--- src/rtl/fetch_queue.sv ---
// Fetch stage: owns the fetch PC, issues in-order memory requests and
// buffers PC-tagged instructions for decode; redirects flush and drop stale returns.
module fetch_queue #(
    parameter int DWIDTH = 32,
    parameter int AWIDTH = 32,
    parameter logic [AWIDTH-1:0] BASEADDR = 32'h01000000,
    parameter int DEPTH = 4
) (
    input  logic              clk,
    input  logic              rst,
    input  logic              redirect_i,
    input  logic [AWIDTH-1:0] redirect_pc_i,
    output logic              req_valid_o,
    output logic [AWIDTH-1:0] req_addr_o,
    input  logic              req_ready_i,
    input  logic              rsp_valid_i,
    input  logic [DWIDTH-1:0] rsp_data_i,
    output logic              insn_valid_o,
    input  logic              insn_ready_i,
    output logic [AWIDTH-1:0] pc_o,
    output logic [DWIDTH-1:0] insn_o
);

    localparam int CW = $clog2(DEPTH + 1);
    localparam int PW = $clog2(DEPTH);

    logic [AWIDTH-1:0] fetch_pc;
    logic [AWIDTH-1:0] resp_pc;
    logic [CW-1:0]     count;
    logic [CW-1:0]     pending;
    logic [CW-1:0]     discard;
    logic [PW-1:0]     rd_ptr;
    logic [PW-1:0]     wr_ptr;
    logic [AWIDTH-1:0] pc_mem   [DEPTH];
    logic [DWIDTH-1:0] insn_mem [DEPTH];

    logic          issue;
    logic          push;
    logic          pop;
    logic [CW:0]   used;

    // Credits cover both buffered and in-flight entries, so a push never overflows.
    always_comb begin
        used         = {1'b0, count} + {1'b0, pending};
        req_valid_o  = !rst && !redirect_i && (used < (CW+1)'(DEPTH));
        req_addr_o   = fetch_pc;
        issue        = req_valid_o && req_ready_i;
        insn_valid_o = (count != '0) && !redirect_i;
        pop          = insn_valid_o && insn_ready_i;
        push         = rsp_valid_i && !redirect_i && (discard == '0);
        pc_o         = insn_valid_o ? pc_mem[rd_ptr] : '0;
        insn_o       = insn_valid_o ? insn_mem[rd_ptr] : '0;
    end

    always_ff @(posedge clk) begin
        if (rst) begin
            fetch_pc <= BASEADDR;
            resp_pc  <= BASEADDR;
            count    <= '0;
            pending  <= '0;
            discard  <= '0;
            rd_ptr   <= '0;
            wr_ptr   <= '0;
        end else begin
            pending <= pending + CW'(issue) - CW'(rsp_valid_i);
            if (redirect_i) begin
                // Everything still in flight after this cycle is stale.
                fetch_pc <= redirect_pc_i;
                resp_pc  <= redirect_pc_i;
                count    <= '0;
                rd_ptr   <= '0;
                wr_ptr   <= '0;
                discard  <= pending - CW'(rsp_valid_i);
            end else begin
                if (issue)
                    fetch_pc <= fetch_pc + AWIDTH'(4);
                if (rsp_valid_i && (discard != '0))
                    discard <= discard - CW'(1);
                if (push) begin
                    resp_pc <= resp_pc + AWIDTH'(4);
                    wr_ptr  <= wr_ptr + PW'(1);
                end
                if (pop)
                    rd_ptr <= rd_ptr + PW'(1);
                count <= count + CW'(push) - CW'(pop);
            end
        end
    end

    always_ff @(posedge clk) begin
        if (push) begin
            pc_mem[wr_ptr]   <= resp_pc;
            insn_mem[wr_ptr] <= rsp_data_i;
        end
    end

endmodule

--- config.mk ---
export PLATFORM = sky130hd
export DESIGN_NAME = fetch_queue
export DESIGN_NICKNAME = d
export VERILOG_FILES = /design/src/rtl/fetch_queue.sv
export SDC_FILE = /design/constraint.sdc
export NUM_CORES = 1
export LEC_CHECK = 0
export CORE_ASPECT_RATIO = 0.8
export CORE_MARGIN = 3
export CORE_UTILIZATION = 55
export CTS_BUF_LIST = sky130_fd_sc_hd__clkbuf_4
export CTS_CLUSTER_DIAMETER = 50
export DETAILED_ROUTE_END_ITERATION = 8
export GPL_TIMING_DRIVEN = 0
export PLACE_DENSITY = 0.79
export SYNTH_ARGS = -nofsm -noshare
export SYNTH_HDL_FRONTEND = slang
export SYNTH_SLANG_ARGS = --single-unit
--- constraint.sdc ---
create_clock -name clk -period 3.63 [get_ports clk]
set_input_delay 0.726 -clock clk [delete_from_list [all_inputs] [get_ports clk]]
set_output_delay 0.726 -clock clk [all_outputs]
set_load 0.05 [all_outputs]
==> impl_metrics.json, run 1 <==
{
  "clk_path_buf_depth": 3,
  "synth_seq_cells": 335,
  "path_class": "in -> out",
  "yosys_warnings": 0,
  "multi_input_area_sq_um": 4472,
  "finalPower_mw": 8.119,
  "cts_tree": "built",
  "viasPerCell": 5.869,
  "async_reset_ff_share_pct": 0,
  "synth_compound_area_share_pct": 5.528,
  "synthMuxAreaShare_pct": 10.72,
  "synth_top_family_by_area": "simple AND/OR/NAND/NOR gates",
  "cts_buffers": 82,
  "start_util_pct": 56.77,
  "reg2reg_from": "count[1]",
  "wl_per_cell_microns": 20.71,
  "p_seq_share_pct": 54.0,
  "routed_wl_microns": 32310,
  "yosysTopAreaCell": "edfxtp_1",
  "drv_slew": 0,
  "insertion_delay_ps": 700,
  "drive_gt1_share_pct": 21.27,
  "grt_pass1_wl_microns": 50400,
  "cts-root-buf": "clkbuf_4",
  "drc_errors": 0,
  "synth_edf_count": 256,
  "syn_inst": 931,
  "holdPathStages": 2,
  "yosysMostFrequentCell": "edfxtp_1",
  "min_path_type": "reg -> reg",
  "cp_max_fo": 10,
  "grt_start_max_net_pins": 62,
  "internal-power_mw": 6.088,
  "power_density_nw_per_um2": 470.4,
  "r2r_cells": 14,
  "tightest_slew_ps": 785.9,
  "status": "completed",
  "yosys-top-cells-area": "edfxtp_1, dfxtp_1, mux4_2",
  "drt_iter0_drc": 934,
  "peakVddDrop_v": 0.0002168,
  "critPathRequiredTime_ps": 2900,
  "synth-adder-area-share_pct": 1.709,
  "p_clk_share_pct": 36.4,
  "antenna_found_initial": 1,
  "maxCapViolations": 0,
  "dp_hpwl_microns": 21330,
  "port-buffer-count": 167,
  "syn_nets": 1019,
  "ant_nets": 0,
  "finalNetCount": 1272,
  "firstDrtPassIters": 5,
  "min_from": "req_addr_o[1]",
  "synth_ff_type": "edfxtp_1",
  "yosys.area_share.simple_pct": 11.49,
  "syn_area_per_cell_sq_um": 15.10,
  "critPathArrivalTime_ps": 2740,
  "power.leakage_nw": 5.976,
  "worstHoldEndpoint": "req_addr_o[1]",
  "grt_remaining_overflow": 0,
  "h-tree-depth": 3,
  "fmax_ghz": 0.2882,
  "place_congestion": 0.8931,
  "clock_sinks": 335,
  "setup_tns_ps": 0,
  "via_count": 9155,
  "grtUsageTotal_pct": 23.84,
  "p_sw_share_pct": 25.01,
  "p_sw_mw": 2.031,
  "nFillCells": 1686,
  "cp-start-kind": "input port",
  "min_period_over_period_pct": 95.57,
  "timing.rr.end": "pending[2]",
  "comb_power_share_pct": 9.6,
  "die_h_microns": 149.0,
  "syn_area_sq_um": 14060,
  "dieArea_sq_um": 27520,
  "num_rows": 51,
  "fin_skew_ps": 46.48,
  "ys_seq_area_share_pct": 65.94,
  "yosys.area.top_type_share_pct": 54.69,
  "clk_pin_slew_worst_paths_ps": 70,
  "synthXorXnorAreaFrac_pct": 2.243,
  "synth_common_cells": "edfxtp_1, dfxtp_1, and2_1, mux4_2, nor2_1",
  "cts_hold_buffers": 0,
  "fp.coreArea_sq_um": 24760,
  "area_growth_pct": 22.78,
  "floorplan.die.width_microns": 184.7,
  "cts_setup_buffers": 0,
  "grt_pass1_vias": 9241,
  "ios": 168,
  "cp-end-kind": "output port",
  "fin_crit_ps": 3469,
  "setup_viol": 0,
  "seq_area_sq_um": 9271,
  "hold_violations": 0,
  "reg2reg_slack_ps": 290,
  "synth.distinct_cells": 55,
  "maxSlewHeadroom_pct": 47.61
}
[placed cells by master (no fill, tap or decap), types with 12 or more instances in the layout]
master / instances
nor2_1: 48
edfxtp_1: 256
a211oi_1: 14
a31oi_1: 15
dlygate4sd2_1: 36
and2_1: 71
a21oi_1: 25
clkdlybuf4s50_1: 106
nor3_1: 16
dfxtp_1: 77
xnor2_1: 21
a21boi_0: 12
nand4_1: 25
clkbuf_4: 119
clkbuf_1: 20
o21ai_0: 19
clkdlybuf4s15_2: 25
ha_1: 16
nand3_1: 25
clkinv_1: 16
nand2_1: 41
and3_1: 16
mux4_2: 64
xor2_1: 15
inv_1: 21
[registers in the layout (all words and copies together), names as in the netlist, named ones only]
name and count:
req_addr_o 32, resp_pc 32, pc_mem 128, discard 3, count 3, pending 3, rd_ptr 2, insn_mem 128
wr_ptr 2
[power by group through the flow]
stage                     clock, mW  sequential, mW  combinational, mW
after floorplan                   0            4.51              0.402
after global placement            0            4.46              0.758
after detailed placement          0            4.47              0.781
after CTS                      3.02            4.38              0.778
after global routing           3.23            4.40              0.840
final                          2.95            4.39              0.778
[per-layer routing]
layer	routed length, microns	share of wire, %	GRT usage, %	vias to the layer above
met2	14670	45	36.36	513
met1	13740	43	34.11	4422
met5	0	0	0	-
li1	-	-	-	4156
met3	3313	10	6.119	64
met4	590	1.8	7.799	0
[per-stage QoR]
step / setup slack [ps] / instances / util [%] / hold WS [ps] / cell area [sq um]
2_1_floorplan: 514.0 / 931 / - / 460.0 / 14060
6_report: 160.7 / 1560 / 69.70 / 476.4 / 17260
3_3_place_gp: -1360 / 1416 / 65.13 / 445.7 / 16130
4_1_cts: 12.77 / 1559 / 69.68 / 474.6 / 17250
5_1_grt: -6.566 / 1560 / 69.70 / 513.3 / 17260
3_5_place_dp: -936.5 / 1420 / 65.62 / 450.0 / 16250
[logic make-up (layout without fill, tap and decap cells)]
family	Yosys count	count (layout)
buffers and inverters	70	380
other	0	1
XOR/XNOR	36	36
flip-flops	335	335
AO/OA/AOI/OAI	118	118
multiplexers	70	70
adder cells (fa/ha/maj)	18	18
AND/OR/NAND/NOR	284	284
[how the worst max path moves through the flow]
stage | from | endpoint | slack (ps) | cells after the start
after detailed placement | redirect_i | pc_o[22] | -940 | 6
after floorplan | rsp_valid_i | insn_mem[0][0] | 510 | 3
final | redirect_i | pc_o[30] | 160 | 6
after global placement | rsp_valid_i | insn_mem[0][6] | -1360 | 4
after CTS | flip-flop | pc_o[23] | 10 | 4
after global routing | flip-flop | insn_o[20] | -7 | 4
[worst max-delay path, stage by stage]
cell	delay, ps
dlygate4sd2_1	410
nor2_4	250
clkbuf_2	310
clkbuf_1	330
and2_1	190
dlygate4sd2_1	530
[repair_timing]
action / CTS / global route
pin swaps: 0 / 0
endpoints found under the setup margin: 65 / 9
hold endpoints to repair: 0 / 0
gates resized for setup: 127 / 1
[layout make-up]
class                   count  share of cell area, %
clock buffers             118                  5.133
multi-input cells         526                  25.91
repair buffers            171                  10.24
inverters                  21                 0.4568
clock inverters            23                 0.6598
diodes                      1                0.01450
well taps                 318                  2.306
plain buffers              47                  1.552
flip-flops and latches    335                  53.72
Power figures use the tool's default switching activity.
==> run 2, diff against run 1 <==
--- a/config.mk
+++ b/config.mk
@@ -7,12 +7,11 @@
 export LEC_CHECK = 0
 export CORE_ASPECT_RATIO = 0.8
 export CORE_MARGIN = 3
-export CORE_UTILIZATION = 55
+export CORE_UTILIZATION = 40
 export CTS_BUF_LIST = sky130_fd_sc_hd__clkbuf_4
 export CTS_CLUSTER_DIAMETER = 50
 export DETAILED_ROUTE_END_ITERATION = 8
 export GPL_TIMING_DRIVEN = 0
-export PLACE_DENSITY = 0.79
 export SYNTH_ARGS = -nofsm -noshare
 export SYNTH_HDL_FRONTEND = slang
 export SYNTH_SLANG_ARGS = --single-unit
==> run 2 against run 1 <==
Compared with the run above:
- sequential power hardly changed
- highest routed layer unchanged
- critical path type is now reg -> out
- cell count grew 11%
- clock power rose by 8.1%
- die area is 36% higher
==> impl_metrics.json, run 2 (synthesized netlist as in run 1, its figures left out) <==
{
  "reg_top3": "insn_mem: 128 flops, pc_mem: 128 flops",
  "drive_gt1_share_pct": 22.99,
  "setup_tns_ps": 0,
  "internal-power_mw": 6.258,
  "floorplan.die.width_microns": 215.6,
  "hold_violations": 0,
  "firstDrtPassIters": 4,
  "p_clk_share_pct": 38.1,
  "insertion_delay_ps": 720,
  "drv_slew": 0,
  "clock_sinks": 335,
  "final_util_pct": 51.48,
  "finalNetCount": 1276,
  "dieArea_sq_um": 37440,
  "wl_per_cell_microns": 20.47,
  "p_sw_mw": 2.110,
  "cts_hold_buffers": 0,
  "cp-end-kind": "output port",
  "port-buffer-count": 167,
  "antenna_found_initial": 1,
  "start_util_pct": 41.15,
  "fin_crit_ps": 3447,
  "critPathArrivalTime_ps": 2720,
  "power.leakage_nw": 6.020,
  "cp-start-kind": "flip-flop",
  "comb_power_share_pct": 9.4,
  "fp.coreArea_sq_um": 34160,
  "fin_cells": 1724,
  "via_count": 9058,
  "reg2reg_from": "count[1]",
  "grtUsageTotal_pct": 18.89,
  "h-tree-depth": 3,
  "clk_path_buf_depth": 3,
  "ios": 168,
  "setup_viol": 0,
  "final_cell_mix": "edfxtp_1, clkbuf_4, clkdlybuf4s50_1, dfxtp_1, and2_1",
  "viasPerCell": 5.254,
  "p_seq_share_pct": 52.4,
  "fmax_ghz": 0.2901,
  "cts-root-buf": "clkbuf_4",
  "fin_skew_ps": 32.45,
  "min_period_over_period_pct": 94.97,
  "cts_tree": "built",
  "status": "completed",
  "critPathRequiredTime_ps": 2900,
  "min_path_type": "reg -> reg",
  "cp_max_fo": 10,
  "maxCapViolations": 0,
  "peakVddDrop_v": 0.0001819,
  "min_from": "req_addr_o[0]",
  "cts_buffers": 86,
  "routed_wl_microns": 35300,
  "ant_nets": 0,
  "postLayoutCellArea_sq_um": 17580,
  "maxSlewHeadroom_pct": 48.63,
  "clk_pin_slew_worst_paths_ps": 60,
  "p_sw_share_pct": 25.21,
  "drc_errors": 0,
  "area_growth_pct": 25.10,
  "finalPower_mw": 8.368,
  "num_rows": 60,
  "place_congestion": 0.8917,
  "drt_iter0_drc": 709,
  "tightest_slew_ps": 770.5,
  "die_h_microns": 173.7,
  "grt_pass1_vias": 9349,
  "dpl-instance-area_sq_um": 16420,
  "final_common_cell": "edfxtp_1",
  "grt_pass1_wl_microns": 54490,
  "grt_remaining_overflow": 0,
  "rsz0062_at_grt": "false",
  "dp.cells": 1567,
  "grt_start_max_net_pins": 47,
  "path_class": "reg -> out",
  "power_density_nw_per_um2": 475.8,
  "dp_hpwl_microns": 23250
}
[run 2: cell types whose count changed in the layout (fill, tap and decap cells not counted), sizes merged, moves of 5 or more]
cell / before / now
clkbuf: 153 / 161
clkdlybuf4s15: 25 / 40
clkdlybuf4s50: 106 / 101
clkinv: 18 / 29
dlygate4sd2: 36 / 24
[run 2: critical path, stage by stage (launching register included)]
cell and delay [ps]:
dfxtp_2 500, clkbuf_1 580, mux4_2 430, and2_1 170, clkdlybuf4s15_2 330
[run 2: layout make-up]
class                   count  area (sq um)
fillers                  2975         16570
inverters                  21         78.83
multi-input cells         526          4472
clock buffers             126         945.9
flip-flops and latches    335          9274
well taps                 465         581.8
plain buffers              47         274.0
clock inverters            31         153.9
diodes                      2         5.005
repair buffers            171          1799
[run 2: final timing paths]
kind | to | slack [ps] | depth (start not counted)
setup reg to reg | pending[2] | 260 | 14
setup / recovery | pc_o[23] | 180 | 4
hold reg to reg | req_addr_o[0] | 490 | 2
hold / removal | req_addr_o[0] | 490 | 2
[run 2: power by group through the flow]
stage,Clock [mW],Combinational (mW),Sequential (mW)
after floorplan,0,0.402,4.51
after global placement,0,0.778,4.47
after detailed placement,0,0.796,4.47
after CTS,3.30,0.795,4.39
after global routing,3.51,0.855,4.40
final,3.19,0.790,4.39
[run 2: stage by stage]
step	setup slack, ps	hold slack (ps)
final	182.5	491.2
after global routing	8.997	515.6
after CTS	21.28	492.1
after detailed placement	-1134	483.6
after global placement	-1638	478.2
after floorplan	514.0	460.0
[run 2: repair_timing]
action                                  in CTS  in global routing
pin swaps                                    0                  0
buffers inserted                             0                  0
gates resized for setup                    163                  4
endpoints found under the setup margin      65                 37
[run 2: metal layers]
metal	GRT usage, %	vias to the layer above	part of all wire [%]
met2	27.95	375	44
met3	5.520	46	7.8
met1	27.09	4458	46
met5	0	-	0
met4	5.753	0	1.7
li1	-	4179	-
==> run 3, diff against run 2 <==
--- a/config.mk
+++ b/config.mk
@@ -12,6 +12,8 @@
 export CTS_CLUSTER_DIAMETER = 50
 export DETAILED_ROUTE_END_ITERATION = 8
 export GPL_TIMING_DRIVEN = 0
+export PLACE_DENSITY = 0.62
+export SLEW_MARGIN = 10
 export SYNTH_ARGS = -nofsm -noshare
 export SYNTH_HDL_FRONTEND = slang
 export SYNTH_SLANG_ARGS = --single-unit
==> run 3 against run 2 <==
Compared with the run above:
- count of clock-buffer cells in the layout down 2
- clock power down 2%
- critical path depth up 1
- critical endpoint is now insn_o[31]
- largest cell class unchanged
- combinational power down 1%
==> impl_metrics.json, run 3 (synthesized netlist as in run 1, its figures left out) <==
{
  "port-buffer-count": 167,
  "fmax_ghz": 0.2871,
  "final_cell_mix": "edfxtp_1, clkbuf_4, clkdlybuf4s50_1, dfxtp_1, and2_1",
  "floorplan.die.width_microns": 215.6,
  "clock_sinks": 335,
  "maxSlewHeadroom_pct": 38.94,
  "min_period_over_period_pct": 95.94,
  "critPathRequiredTime_ps": 2900,
  "cts-root-buf": "clkbuf_4",
  "start_util_pct": 41.15,
  "cts_hold_buffers": 0,
  "drt_iter0_drc": 596,
  "endpoint": "insn_o[31]",
  "grt_start_max_net_pins": 53,
  "power_density_nw_per_um2": 474.2,
  "min_path_type": "reg -> reg",
  "final_util_pct": 51.19,
  "dp_hpwl_microns": 22910,
  "dp_slack_ps": -1115,
  "tightest_slew_ps": 916.0,
  "cts_buffers": 86,
  "cp_slowest_cell": "clkdlybuf4s50_1",
  "cp_max_fo": 10,
  "postLayoutCellArea_sq_um": 17480,
  "setup_viol": 0,
  "fin_crit_ps": 3483,
  "drc_errors": 0,
  "p_seq_share_pct": 53.0,
  "ant_nets": 0,
  "drive_gt1_share_pct": 21.83,
  "critPathArrivalTime_ps": 2760,
  "grt_remaining_overflow": 0,
  "path_class": "in -> out",
  "p_sw_share_pct": 24.95,
  "antenna_found_initial": 1,
  "grt_pass1_wl_microns": 53340,
  "dieArea_sq_um": 37440,
  "peakVddDrop_v": 0.0001960,
  "startpoint": "redirect_i",
  "area_growth_pct": 24.39,
  "reg2reg_from": "pending[2]",
  "insertion_delay_ps": 730,
  "dpl-instance-area_sq_um": 16430,
  "path_cells": "dlygate4sd2_1 > nor2_4 > clkbuf_2 > and2_1 > clkdlybuf4s50_1",
  "cpPeakStageDelay_ps": 820,
  "via_count": 9038,
  "reg2reg_slack_ps": 320,
  "cp-start-kind": "input port",
  "p_sw_mw": 2.069,
  "firstDrtPassIters": 5,
  "timing.hold.ws_ps": 464.6,
  "hold_violations": 0,
  "internal-power_mw": 6.222,
  "drv_slew": 0,
  "place_congestion": 0.8804,
  "nFillCells": 2954,
  "fin_ws_ps": 147.4,
  "clk_pin_slew_worst_paths_ps": 60,
  "rsz0062_at_grt": "false",
  "final_common_cell": "edfxtp_1",
  "timing.rr.end": "pending[2]",
  "fin_skew_ps": 55.37,
  "cts_setup_buffers": 0,
  "maxCapViolations": 0,
  "comb_power_share_pct": 9.4,
  "h-tree-depth": 3,
  "grtUsageTotal_pct": 18.48,
  "clk_path_buf_depth": 3,
  "reg_top3": "insn_mem: 128 flops, pc_mem: 128 flops",
  "finalNetCount": 1276,
  "grt_pass1_vias": 9153,
  "fp.coreArea_sq_um": 34160,
  "finalPower_mw": 8.291,
  "cp-end-kind": "output port",
  "die_h_microns": 173.7,
  "num_rows": 60,
  "viasPerCell": 5.279,
  "ios": 168,
  "wl_per_cell_microns": 20.19,
  "cts_tree": "built",
  "p_clk_share_pct": 37.6,
  "routed_wl_microns": 34560,
  "power.leakage_nw": 5.992,
  "r2r_cells": 14,
  "status": "completed"
}
## run 3: changes by cell type in the layout (fill, tap and decap cells not counted), moves of 3 or more
cell / change
clkdlybuf4s15_2: -18
clkinv_1: -8
clkdlybuf4s15_1: +7
clkbuf_2: +5
clkinv_2: -5
clkdlybuf4s50_1: +4
dlygate4sd2_1: +4
clkbuf_4: -3
## run 3: critical path: cells and delay by family
kind	cells	cell delay, ps
buf+inv	3	1550
simple gates	2	470
## run 3: area by class of cell
type | instances | area, sq um | area share, %
diodes | 1 | 2.502 | 0.01431
plain buffers | 47 | 270.3 | 1.546
clock buffers | 124 | 930.9 | 5.324
clock inverters | 22 | 127.6 | 0.7299
inverters | 21 | 78.83 | 0.4508
multi-input cells | 526 | 4472 | 25.58
flip-flops and latches | 335 | 9271 | 53.03
well taps | 465 | 581.8 | 3.328
repair buffers | 171 | 1749 | 10.00
## run 3: metal layers
| metal | GRT usage, % | share of wire (%) | up-vias |
|---|---|---|---|
| li1 | - | - | 4169 |
| met5 | 0 | 0 | - |
| met2 | 26.84 | 43 | 370 |
| met3 | 5.169 | 7.6 | 57 |
| met4 | 6.138 | 2.1 | 0 |
| met1 | 26.91 | 47 | 4442 |
## run 3: worst min path at each step
stage / startpoint / to / slack, ps / depth (start not counted)
6_report: req_addr_o[1] / req_addr_o[1] / 460 / 2
5_1_grt: req_addr_o[1] / req_addr_o[1] / 490 / 2
4_1_cts: req_addr_o[1] / req_addr_o[1] / 470 / 2
3_5_place_dp: req_addr_o[1] / req_addr_o[1] / 450 / 2
3_3_place_gp: req_addr_o[1] / req_addr_o[1] / 450 / 2
2_1_floorplan: resp_pc[0] / pc_mem[0][0] / 460 / 0
## run 3: power by group through the flow
stage	logic [mW]	clock network [mW]	registers, mW
floorplan	0.402	0	4.51
global placement	0.775	0	4.47
detailed placement	0.790	0	4.47
CTS	0.787	3.23	4.39
global route	0.846	3.43	4.41
finish	0.782	3.12	4.39
## run 3: metrics by stage
step	instances	TNS (ps)
after floorplan	931	0
after global placement	1563	-440600
after detailed placement	1567	-50170
after CTS	1711	0
after global routing	1712	0
final	1712	0
## run 3: what timing repair did
item / in CTS / in global routing
cloned: 0 / 0
gates resized for setup: 134 / 8
endpoints found under the setup margin: 65 / 6
